## src/rtl/cpu16_pkg.sv

```systemverilog
// Shared definitions for the 16-bit core board logic.
//   run_state_t  : run controller state encoding (HALT/RUN/STEP/CRST)
//   DEF_*        : default divider, core-reset length and prescaler width
package cpu16_pkg;

  typedef enum logic [1:0] {
    ST_HALT = 2'd0,
    ST_RUN  = 2'd1,
    ST_STEP = 2'd2,
    ST_CRST = 2'd3
  } run_state_t;

  localparam int DEF_SLOW_DIV = 4194304;
  localparam int DEF_FAST_DIV = 262144;
  localparam int DEF_RST_CYC  = 4;
  localparam int DEF_DIV_W    = 23;

endpackage

```

## src/rtl/run_tick_div.sv

```systemverilog
// Prescaler that paces core_en pulses while the core is running.
// Ports:
//   clk   : system clock
//   reset : asynchronous active-low reset
//   clr   : clears the count and any pending tick (wins over en)
//   en    : count this cycle
//   limit : pulse period in clk cycles
//   tick  : registered one-cycle pulse, one cycle after the count wraps
module run_tick_div
  import cpu16_pkg::*;
#(
  parameter int DIV_W = DEF_DIV_W
) (
  input  logic             clk,
  input  logic             reset,
  input  logic             clr,
  input  logic             en,
  input  logic [DIV_W-1:0] limit,
  output logic             tick
);

  logic [DIV_W-1:0] cnt_q;
  logic             wrap;

  // >= rather than == so that lowering the limit mid-count still wraps
  // on the very next cycle instead of running all the way around.
  assign wrap = (cnt_q >= (limit - DIV_W'(1)));

  always_ff @(posedge clk or negedge reset) begin
    if (!reset) begin
      cnt_q <= '0;
      tick  <= 1'b0;
    end else if (clr) begin
      cnt_q <= '0;
      tick  <= 1'b0;
    end else if (en) begin
      if (wrap) begin
        cnt_q <= '0;
        tick  <= 1'b1;
      end else begin
        cnt_q <= cnt_q + DIV_W'(1);
        tick  <= 1'b0;
      end
    end else begin
      tick <= 1'b0;
    end
  end

endmodule

```

## src/rtl/core_run_ctrl.sv

```systemverilog
// Run/halt/step/reset sequencer for the 16-bit core on a single fast clock.
// The core advances only on cycles where core_en is high.
// Ports:
//   clk, reset (async, active-low)
//   btn_run   : rising edge toggles RUN/HALT
//   btn_step  : rising edge executes one core cycle while halted
//   btn_crst  : rising edge starts a timed core reset
//   fast      : selects FAST_DIV (1) or SLOW_DIV (0) pacing in RUN
//   halt_req  : HLT instruction from the core, forces HALT
//   core_en   : one-cycle core clock enable
//   core_rst  : synchronous active-high core reset, RST_CYC cycles long
//   running   : high while in RUN
//   cycles    : core_en pulses since reset or the last core reset
module core_run_ctrl
  import cpu16_pkg::*;
#(
  parameter int SLOW_DIV = DEF_SLOW_DIV,
  parameter int FAST_DIV = DEF_FAST_DIV,
  parameter int RST_CYC  = DEF_RST_CYC,
  parameter int DIV_W    = DEF_DIV_W
) (
  input  logic        clk,
  input  logic        reset,
  input  logic        btn_run,
  input  logic        btn_step,
  input  logic        btn_crst,
  input  logic        fast,
  input  logic        halt_req,
  output logic        core_en,
  output logic        core_rst,
  output logic        running,
  output logic [15:0] cycles
);

  localparam int RC_W = (RST_CYC > 1) ? $clog2(RST_CYC) : 1;

  run_state_t       state_q, state_d;
  logic             run_prev, step_prev, crst_prev;
  logic             run_edge, step_edge, crst_edge;
  logic [RC_W-1:0]  rcnt_q;
  logic             crst_done;
  logic             step_q, step_d, core_rst_d, running_d;
  logic             div_clr, div_en, tick;
  logic [DIV_W-1:0] limit;
  logic [15:0]      cyc_q;

  assign run_edge  = btn_run  & ~run_prev;
  assign step_edge = btn_step & ~step_prev;
  assign crst_edge = btn_crst & ~crst_prev;
  assign crst_done = (rcnt_q == RC_W'(RST_CYC - 1));
  assign limit     = fast ? DIV_W'(FAST_DIV) : DIV_W'(SLOW_DIV);
  // The two sources are mutually exclusive: tick only exists in RUN,
  // step_q only in the single STEP cycle.
  assign core_en   = tick | step_q;
  assign cycles    = cyc_q;

  // Previous levels reset high so a button held through reset is not an edge.
  always_ff @(posedge clk or negedge reset) begin
    if (!reset) begin
      run_prev  <= 1'b1;
      step_prev <= 1'b1;
      crst_prev <= 1'b1;
    end else begin
      run_prev  <= btn_run;
      step_prev <= btn_step;
      crst_prev <= btn_crst;
    end
  end

  always_ff @(posedge clk or negedge reset) begin
    if (!reset) state_q <= ST_HALT;
    else        state_q <= state_d;
  end

  // Priority: crst edge, then halt_req, then run edge, then step edge.
  always_comb begin
    state_d = state_q;
    if (crst_edge) begin
      state_d = ST_CRST;
    end else begin
      case (state_q)
        ST_HALT: begin
          if (run_edge && !halt_req) state_d = ST_RUN;
          else if (step_edge)        state_d = ST_STEP;
        end
        ST_RUN:  if (halt_req || run_edge) state_d = ST_HALT;
        ST_STEP: state_d = ST_HALT;
        ST_CRST: if (crst_done) state_d = ST_HALT;
        default: state_d = ST_HALT;
      endcase
    end
  end

  // Prescaler is held clear outside RUN and on the cycle RUN is left, so a
  // tick falling on the halt cycle never reaches core_en.
  always_comb begin
    step_d     = (state_d == ST_STEP);
    core_rst_d = (state_d == ST_CRST);
    running_d  = (state_d == ST_RUN);
    div_clr    = (state_q != ST_RUN) || (state_d != ST_RUN);
    div_en     = (state_q == ST_RUN);
  end

  always_ff @(posedge clk or negedge reset) begin
    if (!reset) begin
      step_q   <= 1'b0;
      core_rst <= 1'b0;
      running  <= 1'b0;
      rcnt_q   <= '0;
      cyc_q    <= '0;
    end else begin
      step_q   <= step_d;
      core_rst <= core_rst_d;
      running  <= running_d;
      if (crst_edge)              rcnt_q <= '0;
      else if (state_q == ST_CRST) rcnt_q <= rcnt_q + RC_W'(1);
      if (crst_edge)    cyc_q <= '0;
      else if (core_en) cyc_q <= cyc_q + 16'd1;
    end
  end

  run_tick_div #(
    .DIV_W (DIV_W)
  ) u_div (
    .clk   (clk),
    .reset (reset),
    .clr   (div_clr),
    .en    (div_en),
    .limit (limit),
    .tick  (tick)
  );

endmodule

```

## config.mk

```make
export PLATFORM = sky130hd
export DESIGN_NAME = core_run_ctrl
export DESIGN_NICKNAME = d
export VERILOG_FILES = /design/src/rtl/cpu16_pkg.sv /design/src/rtl/run_tick_div.sv /design/src/rtl/core_run_ctrl.sv
export SDC_FILE = /design/constraint.sdc
export NUM_CORES = 1
export LEC_CHECK = 0
export ABC_AREA = 1
export CAP_MARGIN = 20
export CORE_MARGIN = 3
export CORE_UTILIZATION = 35
export CTS_BUF_LIST = sky130_fd_sc_hd__clkbuf_16
export CTS_CLUSTER_SIZE = 16
export DETAILED_ROUTE_END_ITERATION = 12
export GPL_TIMING_DRIVEN = 1
export SYNTH_ARGS = -nofsm -noshare
export SYNTH_HDL_FRONTEND = slang
export SYNTH_SLANG_ARGS = --single-unit
```

## constraint.sdc

```tcl
create_clock -name clk -period 4 [get_ports clk]
set_input_delay 0.6 -clock clk [delete_from_list [all_inputs] [get_ports clk]]
set_output_delay 0.6 -clock clk [all_outputs]
set_load 0.01 [all_outputs]
```

==> impl_metrics.prom <==
# TYPE chip_impl_metric gauge
chip_impl_info{name="outcome",value="completed"} 1
chip_impl_metric{name="max_stage_delay",unit="ns"} 0.48
chip_impl_metric{name="utilization",unit="%"} 43.4
chip_impl_info{name="most_common_library_cell_in_the_layout_ignoring_fill_and_taps",value="sky130_fd_sc_hd__nand2_1"} 1
chip_impl_metric{name="final_wirelength",unit="um"} 5120
chip_impl_metric{name="fillerInstances",unit=""} 757
chip_impl_metric{name="power.density",unit="nW/um2"} 345
chip_impl_metric{name="grt_max_degree",unit=""} 29
chip_impl_metric{name="initial_antenna_violation_count",unit=""} 0
chip_impl_metric{name="max_slew_margin",unit="%"} 66.5
chip_impl_metric{name="clock-sinks",unit=""} 50
chip_impl_metric{name="finalWorstSetupSlack",unit="ns"} 1.81
chip_impl_info{name="cp_top_family",value="simple AND/OR/NAND/NOR gates"} 1
chip_impl_metric{name="final.hold.worst_slack",unit="ns"} 0.269
chip_impl_metric{name="drtAntennaViolNets",unit=""} 0
chip_impl_metric{name="clkTransAtPathRegs",unit="ns"} 0.07
chip_impl_metric{name="cp.buffers_inverters",unit=""} 3
chip_impl_metric{name="net-switching-power",unit="mW"} 0.285
chip_impl_metric{name="post_drt_wl_per_cell",unit="um"} 10.9
chip_impl_metric{name="maxCapViolations",unit=""} 0
chip_impl_info{name="synthTopCellsByArea",value="sky130_fd_sc_hd__dfrtp_1 (43%), sky130_fd_sc_hd__nand2_1 (11%), sky130_fd_sc_hd__nor2_1 (9.6%)"} 1
chip_impl_metric{name="drc",unit=""} 0
chip_impl_metric{name="vdd_drop_max",unit="mV"} 0.155
chip_impl_metric{name="detailedPlace.worstSlack",unit="ns"} 1.52
chip_impl_metric{name="cts_hold_repair_buffers",unit=""} 0
chip_impl_metric{name="synth_cell_types",unit=""} 31
chip_impl_metric{name="clock_power_share",unit="%"} 37.6
chip_impl_metric{name="power_frac_seq",unit="%"} 50.6
chip_impl_metric{name="global_route_wire_length_before_repair",unit="um"} 9160
chip_impl_metric{name="cts_inserted_buffers",unit=""} 5
chip_impl_metric{name="postCtsSetupBuffers",unit=""} 0
chip_impl_metric{name="cts.path.max_buffers",unit=""} 2
chip_impl_metric{name="achievable_clock_frequency",unit="GHz"} 0.458
chip_impl_metric{name="mapped_area",unit="um2"} 2700
chip_impl_metric{name="globalRouteTotalUtil",unit="%"} 12.7
chip_impl_info{name="critical_path.cell_chain",value="clkdlybuf4s50_1 > inv_1 > nor2_1 > inv_1 > nand2_1 > nand3_1 > nor2_1 > nand2_1 > nand2_1 > nor2_1"} 1
chip_impl_metric{name="yosysTopAreaCellShare",unit="%"} 43.5
chip_impl_info{name="worstSetupEndpointType",value="register"} 1
chip_impl_metric{name="via_count",unit=""} 2133
chip_impl_metric{name="synth.yosys.seq_area_share",unit="%"} 46.4
chip_impl_metric{name="arrival_time_at_the_worst_endpoint",unit="ns"} 2.36
chip_impl_metric{name="totalPowerFinal",unit="mW"} 1.10
chip_impl_info{name="setup.worst_path.start_class",value="input pin"} 1
chip_impl_metric{name="grt_remaining_overflow",unit=""} 0
chip_impl_metric{name="core.rowCount",unit=""} 31
chip_impl_metric{name="gpl.final_weighted_congestion",unit=""} 0.875
chip_impl_metric{name="cts_htree_levels",unit=""} 2
chip_impl_metric{name="required",unit="ns"} 4.18
chip_impl_metric{name="p_comb_share",unit="%"} 11.8
chip_impl_metric{name="drt_first_iter_violations",unit=""} 77
chip_impl_info{name="cts_tree",value="built"} 1
chip_impl_metric{name="insertion_delay",unit="ns"} 0.29
chip_impl_metric{name="number_of_endpoints_failing_setup_at_the_final_stage",unit=""} 0
chip_impl_metric{name="die-area",unit="um2"} 8820
chip_impl_metric{name="synthesis.yosys.warnings",unit=""} 0
chip_impl_metric{name="switching_share",unit="%"} 25.9
chip_impl_info{name="most_frequent_cells_in_the_layout",value="sky130_fd_sc_hd__nand2_1 (77), sky130_fd_sc_hd__nor2_1 (69), sky130_fd_sc_hd__dfrtp_1 (47), sky130_fd_sc_hd__inv_1 (34), sky130_fd_sc_hd__clkdlybuf4s50_1 (24)"} 1
chip_impl_info{name="synth_top_flop_cell",value="sky130_fd_sc_hd__dfrtp_1"} 1
chip_impl_metric{name="core_region_area",unit="um2"} 7370
chip_impl_metric{name="via_count_of_the_first_global_routing_pass",unit=""} 2107
chip_impl_metric{name="die_h",unit="um"} 93.9
chip_impl_metric{name="die_w",unit="um"} 93.9
chip_impl_metric{name="area_delta_synth_final",unit="%"} 18.2
chip_impl_metric{name="total_leakage_power",unit="nW"} 1.36
chip_impl_metric{name="timing.final.max_slew_violations",unit=""} 0
chip_impl_metric{name="cts.repair.resized",unit=""} 0
chip_impl_metric{name="postSynthCellCount",unit=""} 339
chip_impl_metric{name="hold_viol",unit=""} 0
chip_impl_metric{name="buffer_ports.inserted",unit=""} 25
chip_impl_info{name="synth_largest_area_cell",value="sky130_fd_sc_hd__dfrtp_1"} 1
chip_impl_metric{name="n_antenna_cell",unit=""} 0
chip_impl_info{name="crit_type",value="input pin to register"} 1
chip_impl_metric{name="ioPinCount",unit=""} 26
chip_impl_metric{name="synth_enable_flop_cells",unit=""} 0
chip_impl_info{name="timing.hold.worst.class",value="input pin to async pin"} 1
chip_impl_info{name="cts_root_buf",value="sky130_fd_sc_hd__clkbuf_16"} 1
chip_impl_metric{name="timing.final.crit_share",unit="%"} 54.6
chip_impl_metric{name="share_of_final_layout_standard_cells_stronger_than_drive_strength_1",unit="%"} 11.1
chip_impl_metric{name="routed_via_density",unit=""} 4.55
chip_impl_metric{name="worst_clock_skew",unit="ns"} 0.0108
chip_impl_metric{name="half_perimeter_wire_length_after_placement",unit="um"} 3910
chip_impl_metric{name="setup_tns",unit="ns"} 0
chip_impl_metric{name="tightestPinTransition",unit="ns"} 0.502
chip_impl_metric{name="seq_cells_post_synth",unit=""} 50
chip_impl_metric{name="synthesis.area_per_instance",unit="um2"} 7.98
chip_impl_metric{name="synthArstFlopShare",unit="%"} 100
chip_impl_metric{name="post-route-min-period",unit="ns"} 2.19
chip_impl_metric{name="worstPathMaxFanout",unit=""} 15
chip_impl_metric{name="numnets_final",unit=""} 383
chip_impl_info{name="rsz0062_at_grt",value="false"} 1
chip_impl_metric{name="drt_pre_antenna_iters",unit=""} 4
chip_impl_info{name="critical_path.slowest_cell",value="sky130_fd_sc_hd__clkdlybuf4s50_1"} 1
chip_impl_metric{name="internal-power",unit="mW"} 0.817
chip_impl_metric{name="starting_density_of_the_core",unit="%"} 36.7
chip_impl_metric{name="mappedNetlistNets",unit=""} 353
-- power groups by stage --
stage	registers (mW)	clock network, mW	logic (mW)
final	0.558	0.415	0.130
after global routing	0.561	0.450	0.148
after CTS	0.557	0.434	0.133
after detailed placement	0.567	0	0.132
after global placement	0.565	0	0.130
after floorplan	0.566	0	0.0842
-- registers in the layout, summed over array words and instances (netlist names) --
name / cells
u_div.cnt_q: 23
u_div.tick: 1
state_q: 2
core_rst: 1
running: 1
cycles: 16
run_prev: 1
rcnt_q: 2
step_prev: 1
crst_prev: 1
step_q: 1
-- cell families after synthesis --
logic type | Yosys count | synth area share, %
adder cells (fa/ha/maj) | 7 | 3.24
buffers and inverters | 40 | 6.25
AO/OA/AOI/OAI | 21 | 4.44
AND/OR/NAND/NOR | 200 | 32.9
flip-flops | 50 | 46.4
XOR/XNOR | 21 | 6.80
-- routing by layer --
layer	vias to the layer above	share of wire, %	GRT usage, %	routed length [um]
met5	-	0	0	0
met1	987	48	16.5	2480
met4	0	0.33	2.89	17
li1	1118	-	-	-
met2	25	48	21.8	2470
met3	3	2.9	2.48	149
-- final timing paths --
kind,cells after the start,slack (ns),endpoint,startpoint
setup / recovery,10,1.81,cycles[14],btn_crst
hold / removal,1,0.27,core_rst,reset
setup reg to reg,10,2.25,u_div.cnt_q[12],u_div.cnt_q[0]
hold reg to reg,1,0.49,u_div.cnt_q[0],u_div.cnt_q[0]
max in group asynchronous,2,2.98,u_div.cnt_q[8],reset
min in group clk,1,0.49,u_div.cnt_q[0],u_div.cnt_q[0]
-- per-stage QoR --
stage / std cells / instance area [um2]
2_1_floorplan: 339 / 2700
3_3_place_gp: 461 / 3050
3_5_place_dp: 461 / 3050
4_1_cts: 469 / 3200
5_1_grt: 469 / 3200
6_report: 469 / 3200
-- worst reg2reg max path: stages, from the launching register on --
cell and delay [ns]:
sky130_fd_sc_hd__dfrtp_1 0.40, sky130_fd_sc_hd__ha_1 0.27, sky130_fd_sc_hd__nand2_1 0.09, sky130_fd_sc_hd__nor2_2 0.14, sky130_fd_sc_hd__nand2_2 0.11, sky130_fd_sc_hd__inv_2 0.06, sky130_fd_sc_hd__nand2_2 0.08, sky130_fd_sc_hd__nor2_4 0.10
sky130_fd_sc_hd__nor2_2 0.06, sky130_fd_sc_hd__nand2_4 0.25, sky130_fd_sc_hd__nor2_1 0.08
-- cell type report --
| class | count | area (um2) | area share (%) |
|---|---|---|---|
| multi-input combinational | 249 | 1280 | 40.1 |
| inverter | 37 | 139 | 4.35 |
| timing repair buffer | 26 | 253 | 7.91 |
| clock inverter | 3 | 20.0 | 0.626 |
| clock buffer | 5 | 125 | 3.92 |
| tap | 99 | 124 | 3.88 |
| sequential | 50 | 1250 | 39.3 |
-- synth_stat cells (2+ instances only) --
master / instances
sky130_fd_sc_hd__xor2_1: 15
sky130_fd_sc_hd__nand4_1: 3
sky130_fd_sc_hd__ha_1: 7
sky130_fd_sc_hd__nand3_1: 17
sky130_fd_sc_hd__inv_2: 3
sky130_fd_sc_hd__nand2_2: 5
sky130_fd_sc_hd__nor2_2: 14
sky130_fd_sc_hd__nand3_2: 2
sky130_fd_sc_hd__dfstp_2: 3
sky130_fd_sc_hd__a21oi_1: 8
sky130_fd_sc_hd__xnor2_1: 6
sky130_fd_sc_hd__o21bai_1: 2
sky130_fd_sc_hd__nor3_1: 7
sky130_fd_sc_hd__nand2_1: 77
sky130_fd_sc_hd__inv_1: 34
sky130_fd_sc_hd__dfrtp_1: 47
sky130_fd_sc_hd__o21ai_0: 7
sky130_fd_sc_hd__nor2_1: 69
Power figures use the tool's default switching activity.
